$ cat src/rtl/throw_arbiter.sv
// throw_arbiter: grants the single trajectory engine to the dog or cat side,
// launches the throw, supervises the flight with a timeout, applies a
// cooldown gap and routes done/hit pulses back to the owning side.
// Optional statistics counters are enabled by defining THROW_ARB_STATS_EN.
module throw_arbiter #(
    parameter int unsigned FORCE_W      = 10,
    parameter int unsigned TIMEOUT_CYC  = 130_000_000,
    parameter int unsigned COOLDOWN_CYC = 65_000
) (
    input  logic               clk,
    input  logic               rst_n,
    input  logic               dog_turn,
    input  logic               cat_turn,
    input  logic               req_dog,
    input  logic               req_cat,
    input  logic [FORCE_W-1:0] force_dog,
    input  logic [FORCE_W-1:0] force_cat,
    input  logic               eng_done,
    input  logic               eng_hit,
    output logic               gnt_dog,
    output logic               gnt_cat,
    output logic               eng_start,
    output logic [FORCE_W-1:0] eng_force,
    output logic               eng_dir,
    output logic               eng_abort,
    output logic               done_dog,
    output logic               done_cat,
    output logic               hit_cat,
    output logic               hit_dog,
    output logic               busy,
    output logic               timeout_flag,
    output logic [7:0]         throws_dog,
    output logic [7:0]         throws_cat,
    output logic [7:0]         timeouts
);

    localparam int unsigned TO_W = (TIMEOUT_CYC  > 1) ? $clog2(TIMEOUT_CYC)  : 1;
    localparam int unsigned CD_W = (COOLDOWN_CYC > 1) ? $clog2(COOLDOWN_CYC) : 1;
    localparam logic [TO_W-1:0] TO_LAST = TO_W'(TIMEOUT_CYC - 1);
    localparam logic [CD_W-1:0] CD_LAST = CD_W'(COOLDOWN_CYC - 1);

    typedef enum logic [1:0] {
        IDLE,
        LAUNCH,
        FLIGHT,
        COOLDOWN
    } state_t;

    state_t          state;
    logic            owner_cat;   // 0 = dog owns the engine, 1 = cat
    logic            last_cat;    // owner of the most recently finished throw
    logic            armed_dog;
    logic            armed_cat;
    logic [TO_W-1:0] flight_cnt;
    logic [CD_W-1:0] cool_cnt;

    logic elig_dog;
    logic elig_cat;
    logic pick_cat;
    logic grant;
    logic flight_to;

    // Eligibility and round-robin winner selection for the IDLE decision
    always_comb begin
        elig_dog  = req_dog & dog_turn & armed_dog;
        elig_cat  = req_cat & cat_turn & armed_cat;
        // on a tie the side opposite the last owner wins
        pick_cat  = elig_cat & (~elig_dog | ~last_cat);
        grant     = (state == IDLE) & (elig_dog | elig_cat);
        flight_to = (flight_cnt == TO_LAST);
    end

    // Arbitration FSM with registered outputs and re-arm tracking
    always_ff @(posedge clk or negedge rst_n) begin
        if (!rst_n) begin
            state        <= IDLE;
            owner_cat    <= 1'b0;
            last_cat     <= 1'b1;
            armed_dog    <= 1'b1;
            armed_cat    <= 1'b1;
            flight_cnt   <= '0;
            cool_cnt     <= '0;
            gnt_dog      <= 1'b0;
            gnt_cat      <= 1'b0;
            eng_start    <= 1'b0;
            eng_force    <= '0;
            eng_dir      <= 1'b0;
            eng_abort    <= 1'b0;
            done_dog     <= 1'b0;
            done_cat     <= 1'b0;
            hit_cat      <= 1'b0;
            hit_dog      <= 1'b0;
            busy         <= 1'b0;
            timeout_flag <= 1'b0;
        end else begin
            eng_start <= 1'b0;
            eng_abort <= 1'b0;
            done_dog  <= 1'b0;
            done_cat  <= 1'b0;
            hit_cat   <= 1'b0;
            hit_dog   <= 1'b0;

            // a held request stays disarmed until it is released for a cycle
            if (grant && !pick_cat) armed_dog <= 1'b0;
            else if (!req_dog)      armed_dog <= 1'b1;
            if (grant && pick_cat)  armed_cat <= 1'b0;
            else if (!req_cat)      armed_cat <= 1'b1;

            case (state)
                IDLE: begin
                    if (grant) begin
                        state     <= LAUNCH;
                        owner_cat <= pick_cat;
                        gnt_dog   <= ~pick_cat;
                        gnt_cat   <= pick_cat;
                        eng_start <= 1'b1;
                        eng_force <= pick_cat ? force_cat : force_dog;
                        eng_dir   <= pick_cat;
                        busy      <= 1'b1;
                    end
                end
                LAUNCH: begin
                    state      <= FLIGHT;
                    flight_cnt <= '0;
                end
                FLIGHT: begin
                    if (eng_done || flight_to) begin
                        state    <= COOLDOWN;
                        cool_cnt <= '0;
                        gnt_dog  <= 1'b0;
                        gnt_cat  <= 1'b0;
                        last_cat <= owner_cat;
                        done_dog <= ~owner_cat;
                        done_cat <= owner_cat;
                        if (eng_done) begin
                            hit_cat <= eng_hit & ~owner_cat;
                            hit_dog <= eng_hit & owner_cat;
                        end else begin
                            eng_abort    <= 1'b1;
                            timeout_flag <= 1'b1;
                        end
                    end else begin
                        flight_cnt <= flight_cnt + TO_W'(1);
                    end
                end
                COOLDOWN: begin
                    if (cool_cnt == CD_LAST) begin
                        state <= IDLE;
                        busy  <= 1'b0;
                    end else begin
                        cool_cnt <= cool_cnt + CD_W'(1);
                    end
                end
                default: state <= IDLE;
            endcase
        end
    end

`ifdef THROW_ARB_STATS_EN
    logic abort_now;
    assign abort_now = (state == FLIGHT) & ~eng_done & flight_to;

    // Saturating launch and timeout statistics
    always_ff @(posedge clk or negedge rst_n) begin
        if (!rst_n) begin
            throws_dog <= '0;
            throws_cat <= '0;
            timeouts   <= '0;
        end else begin
            if (grant && !pick_cat && throws_dog != 8'hFF) throws_dog <= throws_dog + 8'd1;
            if (grant && pick_cat && throws_cat != 8'hFF)  throws_cat <= throws_cat + 8'd1;
            if (abort_now && timeouts != 8'hFF)            timeouts   <= timeouts + 8'd1;
        end
    end
`else
    assign throws_dog = '0;
    assign throws_cat = '0;
    assign timeouts   = '0;
`endif

endmodule

$ cat config.mk
export PLATFORM = sky130hd
export DESIGN_NAME = throw_arbiter
export DESIGN_NICKNAME = d
export VERILOG_FILES = /design/src/rtl/throw_arbiter.sv
export SDC_FILE = /design/constraint.sdc
export NUM_CORES = 1
export LEC_CHECK = 0
export BUFFER_PORTS_ARGS = -buffer_cell sky130_fd_sc_hd__buf_2
export CORE_MARGIN = 2
export CORE_UTILIZATION = 50
export DETAILED_ROUTE_END_ITERATION = 7
export PLACE_DENSITY = 0.73
export SKIP_CTS_REPAIR_TIMING = 1
export SLEW_MARGIN = 10
export SYNTH_ARGS = -nofsm -noshare
export SYNTH_HDL_FRONTEND = slang
export SYNTH_SLANG_ARGS = --single-unit
$ cat constraint.sdc
create_clock -name clk -period 3.2 [get_ports clk]
set_input_delay 0.16 -clock clk [delete_from_list [all_inputs] [get_ports clk]]
set_output_delay 0.16 -clock clk [all_outputs]
set_load 0.05 [all_outputs]
==> summary.json <==
{
  "insertion_delay": {"value": 340, "unit": "ps"},
  "period_share": {"value": 78.05, "unit": "%"},
  "synth_simple_gate_area_share": {"value": 23.05, "unit": "%"},
  "synth_top_family_by_area": {"value": "simple AND/OR/NAND/NOR gates"},
  "final_hold_violating_endpoints": {"value": 0},
  "post_synth.cell_area_avg": {"value": 9.540, "unit": "sq um"},
  "clkSlewWorstSetupHoldPaths": {"value": 80, "unit": "ps"},
  "share_of_the_synthesized_netlist_area_taken_by_xor_and_xnor_gates": {"value": 1.171, "unit": "%"},
  "antenna_violating_nets_post_route": {"value": 0},
  "antenna_found_initial": {"value": 0},
  "synth_edf_count": {"value": 0},
  "die-area": {"value": 0.008188, "unit": "sq mm"},
  "fin_nets": {"value": 480},
  "synth_seq_cells": {"value": 69},
  "min-delay-start": {"value": "force_dog[1]"},
  "crit_path_end_kind": {"value": "flip-flop"},
  "crit_path_cell_trace": {"value": "ha_1, inv_1, a41oi_1, buf_4, a21oi_1, or2_4, a221o_1"},
  "cp_data_required_time": {"value": 3430, "unit": "ps"},
  "grt_max_degree": {"value": 52},
  "worst_path_dominant_cell_family": {"value": "compound AO/OA/AOI/OAI gates"},
  "initialDrtViolationCount": {"value": 206},
  "timing.final.setup_violations": {"value": 0},
  "yosysSeqAreaShare": {"value": 46.27, "unit": "%"},
  "setup_total_negative_slack": {"value": 0, "unit": "ps"},
  "boundaryPins": {"value": 73},
  "timing.hold.worst.class": {"value": "primary input to flip-flop"},
  "cts-htree-levels": {"value": 3},
  "pre_cts_slack": {"value": 748.3, "unit": "ps"},
  "synth.mux.area_fraction": {"value": 2.743, "unit": "%"},
  "slew_viol_final": {"value": 0},
  "port_buffers": {"value": 48},
  "critical_path.startpoint": {"value": "state[0]"},
  "fin_worst_skew": {"value": 8.066, "unit": "ps"},
  "fmaxAchievable": {"value": 0.4004, "unit": "GHz"},
  "floorplan.rows": {"value": 31},
  "crit_buf_inv": {"value": 2},
  "leakagePower": {"value": 0.002017, "unit": "uW"},
  "place.gp.congestion": {"value": 0.8620},
  "synthAdderAreaFrac": {"value": 2.007, "unit": "%"},
  "maximum_fanout_encountered_on_the_critical_timing_path": {"value": 14},
  "tritoncts_clock_tree": {"value": "done"},
  "finalWorstPathRequiredPeriod": {"value": 2497, "unit": "ps"},
  "detail_route.drc_violations": {"value": 0},
  "syn-cell-area": {"value": 0.003740, "unit": "sq mm"},
  "synthesized_netlist_cell_count": {"value": 392},
  "crit_type": {"value": "flip-flop to flip-flop"},
  "grt_pass1_vias": {"value": 2927},
  "die-width": {"value": 90.49, "unit": "microns"},
  "globalRouteMet2Util": {"value": 33.21, "unit": "%"},
  "slew_headroom": {"value": 54.56, "unit": "%"},
  "wl": {"value": 8178, "unit": "microns"},
  "layoutNonFillerInstCount": {"value": 550},
  "core_area": {"value": 0.007253, "unit": "sq mm"},
  "post_dr_wirelength_cell": {"value": 14.87, "unit": "microns"},
  "die-height": {"value": 90.49, "unit": "microns"},
  "synth_cell_types": {"value": 58},
  "setup_ws": {"value": 702.5, "unit": "ps"},
  "timing.critical_path.arrival": {"value": 2730, "unit": "ps"},
  "synth_ff_type": {"value": "sky130_fd_sc_hd__dfrtp_1"},
  "max_stage_delay": {"value": 480, "unit": "ps"},
  "critical_path.startpoint_type": {"value": "flip-flop"},
  "clkSinkCount": {"value": 69},
  "synth-compound-area-share": {"value": 15.56, "unit": "%"},
  "num_vias": {"value": 3145},
  "grt_setup_unrepaired": {"value": "no"},
  "clock_tree.buffer_depth": {"value": 2},
  "dp_hpwl": {"value": 5774, "unit": "microns"},
  "yosys_warnings": {"value": 0},
  "outcome": {"value": "completed"},
  "post-place-cells": {"value": 531},
  "syn2layout_area_growth": {"value": 13.38, "unit": "%"},
  "antenna-diode-count": {"value": 0},
  "global_route.usage.total": {"value": 20.40, "unit": "%"},
  "tightestPinTransition": {"value": 681.6, "unit": "ps"},
  "global_route_wire_length_before_repair": {"value": 13700, "unit": "microns"},
  "drv.max_cap_violation_count": {"value": 0},
  "grt_use_met3": {"value": 3.923, "unit": "%"},
  "cts_inserted_buffers": {"value": 9},
  "crit_slowest_cell": {"value": "sky130_fd_sc_hd__ha_1"},
  "route.detailed.vias_per_inst": {"value": 5.718},
  "clock_root_cell": {"value": "sky130_fd_sc_hd__clkbuf_8"},
  "total_power": {"value": 3198, "unit": "uW"},
  "detailedRoute.firstPassIterationCount": {"value": 5},
  "regToRegStartpoint": {"value": "state[0]"},
  "grt_ovf": {"value": 0},
  "async_flop_share": {"value": 100.0, "unit": "%"},
  "power.density": {"value": 754.2, "unit": "mW/mm^2"},
  "grtUsageMet1": {"value": 27.36, "unit": "%"},
  "power.ir.vdd_worst": {"value": 0.5273, "unit": "mV"},
  "drive_above_1_share": {"value": 19.29, "unit": "%"},
  "globalRoute.busiestLayer": {"value": "met2"},
  "floorplan.initialDensity": {"value": 51.56, "unit": "%"}
}
[report_power, final]
part           internal, uW  total (uW)  switching, uW
sequential             1060        1220            161
clock                   362         718            356
combinational           363        1260            895
[flip-flops by register name (all words and copies together), names as in the netlist]
register / flops
flight_cnt: 27
cool_cnt: 16
eng_force: 10
state: 2
armed_cat: 1
armed_dog: 1
busy: 1
done_cat: 1
done_dog: 1
eng_abort: 1
eng_start: 1
gnt_cat: 1
gnt_dog: 1
hit_cat: 1
hit_dog: 1
last_cat: 1
owner_cat: 1
timeout_flag: 1
[layer usage]
metal,vias to the layer above,wire length (microns)
met4,0,106
met5,-,0
met2,105,3807
met1,1527,3825
met3,10,439
li1,1503,-
[placed cells by master, fill, tap and decap left out, types with 11 or more instances in the layout]
master and instances:
sky130_fd_sc_hd__dfrtp_1 66, sky130_fd_sc_hd__buf_2 47, sky130_fd_sc_hd__nand2_1 31, sky130_fd_sc_hd__nand3_1 29, sky130_fd_sc_hd__inv_1 24, sky130_fd_sc_hd__nor2_1 24
sky130_fd_sc_hd__conb_1 24, sky130_fd_sc_hd__o21ai_0 20, sky130_fd_sc_hd__nand4_1 13, sky130_fd_sc_hd__o211ai_1 12, sky130_fd_sc_hd__nor3_1 11
[cell usage after synthesis (2+ instances only)]
library cell               count  area share [%]
sky130_fd_sc_hd__and4_1        5             1.2
sky130_fd_sc_hd__nor4_1        3            0.50
sky130_fd_sc_hd__nor4b_1       2            0.47
sky130_fd_sc_hd__a211o_1       4            0.94
sky130_fd_sc_hd__o21ai_0      20             2.7
sky130_fd_sc_hd__o211ai_1     12             2.4
sky130_fd_sc_hd__nor3_1       11             1.5
sky130_fd_sc_hd__buf_4        24             4.8
sky130_fd_sc_hd__or2_2         2            0.33
sky130_fd_sc_hd__and2_1        3            0.50
sky130_fd_sc_hd__nor2_1       24             2.4
sky130_fd_sc_hd__a21o_1        5             1.0
sky130_fd_sc_hd__o311ai_0      2            0.47
sky130_fd_sc_hd__nand2b_1      2            0.33
sky130_fd_sc_hd__and3_1        9             1.5
sky130_fd_sc_hd__xnor2_1       4            0.94
sky130_fd_sc_hd__nand3_1      29             3.9
sky130_fd_sc_hd__mux2_2        2            0.60
sky130_fd_sc_hd__a222oi_1     10             2.7
sky130_fd_sc_hd__dfstp_2       3             2.1
sky130_fd_sc_hd__mux2i_1       8             2.1
sky130_fd_sc_hd__buf_2         2            0.27
sky130_fd_sc_hd__inv_1        24             2.4
sky130_fd_sc_hd__o31ai_1       8             1.6
sky130_fd_sc_hd__a21oi_1       8             1.1
sky130_fd_sc_hd__nand4_1      13             2.2
sky130_fd_sc_hd__or3_1        10             1.7
sky130_fd_sc_hd__nand2_1      31             3.1
sky130_fd_sc_hd__ha_1          6             2.0
sky130_fd_sc_hd__clkbuf_1     13             1.3
sky130_fd_sc_hd__dfrtp_1      66              44
[cell type report]
cell class,instances,area [sq um]
fillers,649,3013
multi-input cells,282,1755
flip-flops and latches,69,1730
repair buffers,60,340.3
clock buffers,9,123.9
well taps,99,123.9
inverters,24,90.09
clock inverters,7,76.32
[tightest hold or removal path, cell delays in order]
cell and delay, ps:
sky130_fd_sc_hd__buf_2 70, sky130_fd_sc_hd__a222oi_1 70, sky130_fd_sc_hd__inv_1 50
[path summary, 6_finish.rpt]
kind	to	slack (ps)	cells past startpoint
min in group asynchronous	flight_cnt[18]	380	2
hold / removal	eng_force[1]	40	3
hold reg to reg	armed_dog	470	2
max in group asynchronous	cool_cnt[3]	2210	3
setup / recovery	cool_cnt[12]	700	7
setup reg to reg	cool_cnt[12]	700	7
[cells by family after synthesis]
kind of cell               Yosys count
and+or+nand+nor                    157
AOI/OAI and AO/OA                   80
DFF                                 69
buffers and inverters               64
muxes                               10
adders and majority gates            6
xor gates and xnor gates             5
other                                1
[through the flow]
stage	util [%]	instance area, sq um	hold WS, ps
after global placement	55.25	4008	312.0
after global routing	58.46	4240	40.21
after CTS	58.01	4208	-47.56
after floorplan	-	3826	-135.6
final	58.46	4240	42.84
after detailed placement	55.25	4008	319.5
Note: power is estimated with default switching activity, not from simulation.
